**src/rtl/masked_rr_arbiter.sv**
```systemverilog
// Round-robin arbiter that hands one shared resource to one lane at a time.
// Only lanes below SIZE whose MASK bit is set can be granted. Requests on any
// other lane are ignored for arbitration and only raise req_err. HOLD_MAX
// optionally limits how long one owner may hold the grant. The timeout output
// pulses for one cycle when that limit takes the grant away.
//
//  state | meaning
//  ------+-----------------------------------------------------------------
//  IDLE  | no owner; grant the first eligible lane after ptr on next edge
//  GRANT | gnt_id owns the resource; hold, or release and hand over directly
module masked_rr_arbiter #(
    parameter int                  MAX_SIZE = 4,
    parameter int                  SIZE     = 4,
    parameter logic [MAX_SIZE-1:0] MASK     = {MAX_SIZE{1'b1}},
    parameter int                  HOLD_MAX = 0,
    parameter int                  ID_W     = 2
) (
    input  logic                clk,
    input  logic                rst,
    input  logic [MAX_SIZE-1:0] req,
    output logic [MAX_SIZE-1:0] gnt,
    output logic [ID_W-1:0]     gnt_id,
    output logic                gnt_valid,
    output logic                timeout,
    output logic                req_err
);

    // hold_cnt only has to reach HOLD_MAX-1; at least one bit is always kept
    localparam int CNT_W    = (HOLD_MAX > 2) ? $clog2(HOLD_MAX) : 1;
    localparam int HOLD_LIM = (HOLD_MAX > 0) ? HOLD_MAX - 1 : 0;
    localparam logic [ID_W-1:0] PTR_RST = ID_W'(MAX_SIZE - 1);

    typedef enum logic {
        IDLE  = 1'b0,
        GRANT = 1'b1
    } state_t;

    state_t              state;
    state_t              state_nxt;
    logic [ID_W-1:0]     ptr;
    logic [ID_W-1:0]     ptr_nxt;
    logic [CNT_W-1:0]    hold_cnt;
    logic [CNT_W-1:0]    hold_cnt_nxt;
    logic [MAX_SIZE-1:0] gnt_nxt;
    logic [ID_W-1:0]     gnt_id_nxt;
    logic                gnt_valid_nxt;
    logic                timeout_nxt;

    logic [MAX_SIZE-1:0] lane_en;
    logic [MAX_SIZE-1:0] elig;
    logic [MAX_SIZE-1:0] srch_cand;
    logic [ID_W-1:0]     srch_base;
    logic [ID_W-1:0]     cand_idx;
    logic [ID_W-1:0]     srch_idx;
    logic                srch_found;
    logic                owner_elig;
    logic                hold_hit;
    logic                release_now;

    // Unused lanes are tied off without ever looking at their MASK bit
    for (genvar g = 0; g < MAX_SIZE; g++) begin : g_lane
        if (g < SIZE) begin : g_used
            assign lane_en[g] = MASK[g];
        end else begin : g_unused
            assign lane_en[g] = 1'b0;
        end
    end

    assign elig    = req & lane_en;
    assign req_err = |(req & ~lane_en);

    assign owner_elig  = elig[gnt_id];
    assign hold_hit    = (HOLD_MAX != 0) && (hold_cnt == CNT_W'(HOLD_LIM));
    assign release_now = !owner_elig || hold_hit;

    // While granting, the search starts after the owner and leaves the owner
    // out, so a release hands over to another lane with no bubble.
    assign srch_cand = (state == GRANT) ? (elig & ~gnt) : elig;
    assign srch_base = (state == GRANT) ? gnt_id : ptr;

    // Rotating priority search: first candidate after srch_base, wrapping
    always_comb begin
        srch_found = 1'b0;
        srch_idx   = '0;
        cand_idx   = '0;
        for (int k = 1; k <= MAX_SIZE; k++) begin
            cand_idx = ID_W'((int'(srch_base) + k) % MAX_SIZE);
            if (!srch_found && srch_cand[cand_idx]) begin
                srch_found = 1'b1;
                srch_idx   = cand_idx;
            end
        end
    end

    // Next-state and next-output decode
    always_comb begin
        state_nxt     = state;
        ptr_nxt       = ptr;
        hold_cnt_nxt  = hold_cnt;
        gnt_nxt       = gnt;
        gnt_id_nxt    = gnt_id;
        gnt_valid_nxt = gnt_valid;
        timeout_nxt   = 1'b0;

        case (state)
            IDLE: begin
                if (srch_found) begin
                    state_nxt     = GRANT;
                    gnt_nxt       = MAX_SIZE'(1) << srch_idx;
                    gnt_id_nxt    = srch_idx;
                    gnt_valid_nxt = 1'b1;
                    hold_cnt_nxt  = '0;
                end
            end
            GRANT: begin
                if (release_now) begin
                    ptr_nxt = gnt_id;
                    // A pulse only when the limit took the grant from a lane
                    // that still wanted it
                    timeout_nxt = hold_hit && owner_elig;
                    if (srch_found) begin
                        gnt_nxt       = MAX_SIZE'(1) << srch_idx;
                        gnt_id_nxt    = srch_idx;
                        gnt_valid_nxt = 1'b1;
                        hold_cnt_nxt  = '0;
                    end else begin
                        state_nxt     = IDLE;
                        gnt_nxt       = '0;
                        gnt_valid_nxt = 1'b0;
                    end
                end else if (hold_cnt != {CNT_W{1'b1}}) begin
                    hold_cnt_nxt = hold_cnt + 1'b1;
                end
            end
            default: begin
                state_nxt     = IDLE;
                gnt_nxt       = '0;
                gnt_valid_nxt = 1'b0;
            end
        endcase
    end

    // State and registered outputs; reset hands first priority to lane 0
    always_ff @(posedge clk or posedge rst) begin
        if (rst) begin
            state     <= IDLE;
            ptr       <= PTR_RST;
            hold_cnt  <= '0;
            gnt       <= '0;
            gnt_id    <= '0;
            gnt_valid <= 1'b0;
            timeout   <= 1'b0;
        end else begin
            state     <= state_nxt;
            ptr       <= ptr_nxt;
            hold_cnt  <= hold_cnt_nxt;
            gnt       <= gnt_nxt;
            gnt_id    <= gnt_id_nxt;
            gnt_valid <= gnt_valid_nxt;
            timeout   <= timeout_nxt;
        end
    end

`ifndef SYNTHESIS
    // Grant is one-hot or idle, lands only on enabled lanes, and matches valid
    always @(posedge clk) begin
        if (!rst) begin
            assert ($onehot0(gnt)) else $error("gnt is not one-hot or zero");
            assert ((gnt & ~lane_en) == '0) else $error("gnt on a disabled lane");
            assert (gnt_valid == (|gnt)) else $error("gnt_valid disagrees with gnt");
        end
    end
`endif

endmodule

```
**config.mk**
```make
export PLATFORM = sky130hd
export DESIGN_NAME = masked_rr_arbiter
export DESIGN_NICKNAME = d
export VERILOG_FILES = /design/src/rtl/masked_rr_arbiter.sv
export SDC_FILE = /design/constraint.sdc
export NUM_CORES = 1
export LEC_CHECK = 0
export CORE_MARGIN = 4
export CORE_UTILIZATION = 52
export CTS_CLUSTER_SIZE = 16
export DETAILED_ROUTE_END_ITERATION = 10
export GPL_ROUTABILITY_DRIVEN = 0
export PLACE_DENSITY = 0.82
export SYNTH_ARGS = -nofsm -noshare
export SYNTH_HDL_FRONTEND = slang
export SYNTH_SLANG_ARGS = --single-unit
```
**constraint.sdc**
```tcl
create_clock -name clk -period 4.1 [get_ports clk]
set_input_delay 0.615 -clock clk [delete_from_list [all_inputs] [get_ports clk]]
set_output_delay 0.615 -clock clk [all_outputs]
set_load 0.03 [all_outputs]
```
==> results.sh <==
export IMPL_outcome="complete, no violations"
export IMPL_vias=611
export IMPL_p_per_area_mw_per_mm2=801
export IMPL_first_pass_iters=4
export IMPL_synthTopCellsByArea="dfrtp_1, dfstp_2, nand2_1"
export IMPL_synth_edf_count=0
export IMPL_ctsHoldBuffers=0
export IMPL_crit_required_ns=4.25
export IMPL_p_leak_nw=0.365
export IMPL_syn_to_final_growth_pct=20.4
export IMPL_slew_headroom=0.618
export IMPL_ys_seq_area_frac=0.368
export IMPL_wl_per_cell_um=14.7
export IMPL_reg2reg_depth=5
export IMPL_cts_resized=0
export IMPL_maxSlewViolCount=0
export IMPL_cp_cell_sequence="clkdlybuf4s50_1 -> nor4_1 -> o22a_2 -> nor2_1 -> a22o_2"
export IMPL_slowest_delay_ns=0.53
export IMPL_clk_latency_ns=0.26
export IMPL_ir_drop_uv=436
export IMPL_drt_initial_drc_count=22
export IMPL_hp_start="gnt_valid"
export IMPL_grt_ovfl_total=0
export IMPL_htreeDepth=1
export IMPL_worst_hold_path_endpoint="gnt_valid"
export IMPL_drive_above_1_share=0.167
export IMPL_yosysUniqueCellTypes=35
export IMPL_r2r_start="state"
export IMPL_dp_final_hpwl_um=1090
export IMPL_finalHoldViolations=0
export IMPL_fill_cells=87
export IMPL_io_pins=15
export IMPL_die_y_um=44.3
export IMPL_wirelength_um=1440
export IMPL_initial_core_util=0.587
export IMPL_clock_sinks=10
export IMPL_min_path_cells=2
export IMPL_min_path_type="register to register"
export IMPL_crit_buf_inv=1
export IMPL_numPortBuffers=12
export IMPL_clkTransAtPathRegs_ns=0.06
export IMPL_fin_hold_ws_ns=0.484
export IMPL_core_mm2=0.00117
export IMPL_grt_max_degree=18
export IMPL_first_global_vias=564
export IMPL_grt_pass1_wl_um=2620
export IMPL_skew_ns=0.00149
export IMPL_diodes=0
export IMPL_startpoint="req[1]"
export IMPL_r2r_end="gnt[2]"
export IMPL_ys_seq_elements=10
export IMPL_remaining_drc_errors=0
export IMPL_regToRegSetupSlack_ns=2.11
export IMPL_syn_inst=71
export IMPL_nets=91
export IMPL_root_buffer="clkbuf_4"
export IMPL_post_cts_setup_buffers=0
export IMPL_finalCriticalPeriod_ns=2.12
export IMPL_arrival_ns=2.27
export IMPL_antenna_found_initial=0
export IMPL_multi_input_area_um2=378
export IMPL_clock_path_buffers=2
export IMPL_area_sequential_um2=253
export IMPL_setup_ws_ns=1.98
export IMPL_post_route_util=0.706
export IMPL_crit_slowest_cell="clkdlybuf4s50_1"
export IMPL_synthFlopType="dfrtp_1"
export IMPL_syn_cell_area_um2=687
export IMPL_cts_buffers=3
export IMPL_tns_ns=0
export IMPL_setup_viol=0
export IMPL_worstSetupPathType="input pin to register"
export IMPL_die_x_um=44.3
export IMPL_die_area_mm2=0.00197
export IMPL_rsz0062_at_grt="false"
export IMPL_cts_tree="built"
export IMPL_ys_warn_count=0
export IMPL_viasPerCell=6.23
export IMPL_finalCritPeriodShare=0.516
export IMPL_antenna_left=0
export IMPL_async_flop_share=1.00
export IMPL_critPathCaptureType="register"
export IMPL_synth_area_per_cell_um2=9.67
export IMPL_synth_largest_area_cell="dfrtp_1"
export IMPL_worst_pin_slew_ns=0.573
export IMPL_max_cap_viol_count=0
export IMPL_grt_usage=0.182
export IMPL_rows=12
export IMPL_path_max_fanout=8
export IMPL_cpLargestDelayFamily="simple AND/OR/NAND/NOR gates"
export IMPL_synth_top_area_frac=0.291
export IMPL_dp_worst_setup_slack_ns=1.72
export IMPL_fmax_ghz=0.473
export IMPL_crit_path_start_kind="input pin"
==> area by class of cell <==
class | count | share of cell area
tap | 14 | 0.0212
sequential | 10 | 0.306
multi-input combinational | 52 | 0.457
inverter | 6 | 0.0272
timing repair buffer | 12 | 0.145
clock buffer | 4 | 0.0439
==> power breakdown <==
group	leakage, nW	internal [mW]	switching, mW
sequential	0.117	0.148	0.0517
combinational	0.226	0.176	0.200
clock	0.0210	0.0539	0.0329
total	0.365	0.378	0.285
==> worst min-delay path, cell delays in order (launching register included) <==
cell     delay, ns
dfrtp_1       0.35
nand2_1       0.05
nand2_1       0.05
==> cell families after synthesis <==
logic type	Yosys count	synth area share
flip-flops	10	0.368
buffers and inverters	10	0.0874
multiplexers	4	0.0783
AO/OA/AOI/OAI	24	0.293
AND/OR/NAND/NOR	22	0.168
other	1	0.00546
==> flip-flops by register name, summed over array words and instances, names as in the netlist <==
signal     flops
state          1
gnt_valid      1
gnt_id         2
gnt            4
ptr            2
==> per-stage QoR <==
| step | power [mW] | std cells | instance area (µm²) |
|---|---|---|---|
| 6_report | 0.662 | 98 | 827 |
| 5_1_grt | 0.717 | 98 | 827 |
| 4_1_cts | 0.664 | 98 | 827 |
| 3_5_place_dp | 0.574 | 94 | 791 |
| 3_3_place_gp | 0.569 | 94 | 791 |
| 2_1_floorplan | 0.470 | 72 | 691 |
==> cell usage in the layout, fill, tap and decap left out, types with 2 or more instances in the layout <==
master           Yosys  final
inv_1                6      6
mux2i_1              2      2
o31ai_1              2      2
dfrtp_1              8      8
conb_1               1      2
nand2b_1             4      4
nor3b_1              2      2
a21oi_1              2      2
o211ai_1             3      3
clkdlybuf4s50_1      0     12
nand2_1              8      8
dfstp_2              2      2
o21a_1               2      2
clkbuf_4             0      3
nor2_1               5      5
==> worst max-delay path by stage <==
stage          cells past startpoint      to
6_report                           5  gnt[0]
5_1_grt                            6  gnt[1]
4_1_cts                            5  gnt[2]
3_5_place_dp                       5  gnt[2]
3_3_place_gp                       6  gnt[3]
2_1_floorplan                      4  gnt[2]
==> Yosys cell counts, types with 2 or more instances <==
library cell	count
nor2_1	5
nand2_1	8
buf_4	2
buf_6	2
dfrtp_1	8
dfstp_2	2
o21a_1	2
mux2i_1	2
o31ai_1	2
o211ai_1	3
nor3b_1	2
nand2b_1	4
a21oi_1	2
inv_1	6
==> routing by layer <==
metal  track usage  part of all wire
met1         0.239              0.47
met3        0.0569             0.088
met4        0.0783             0.013
met2         0.276              0.42
met5             0                 0
No activity file was read; power rests on OpenSTA's default activity.
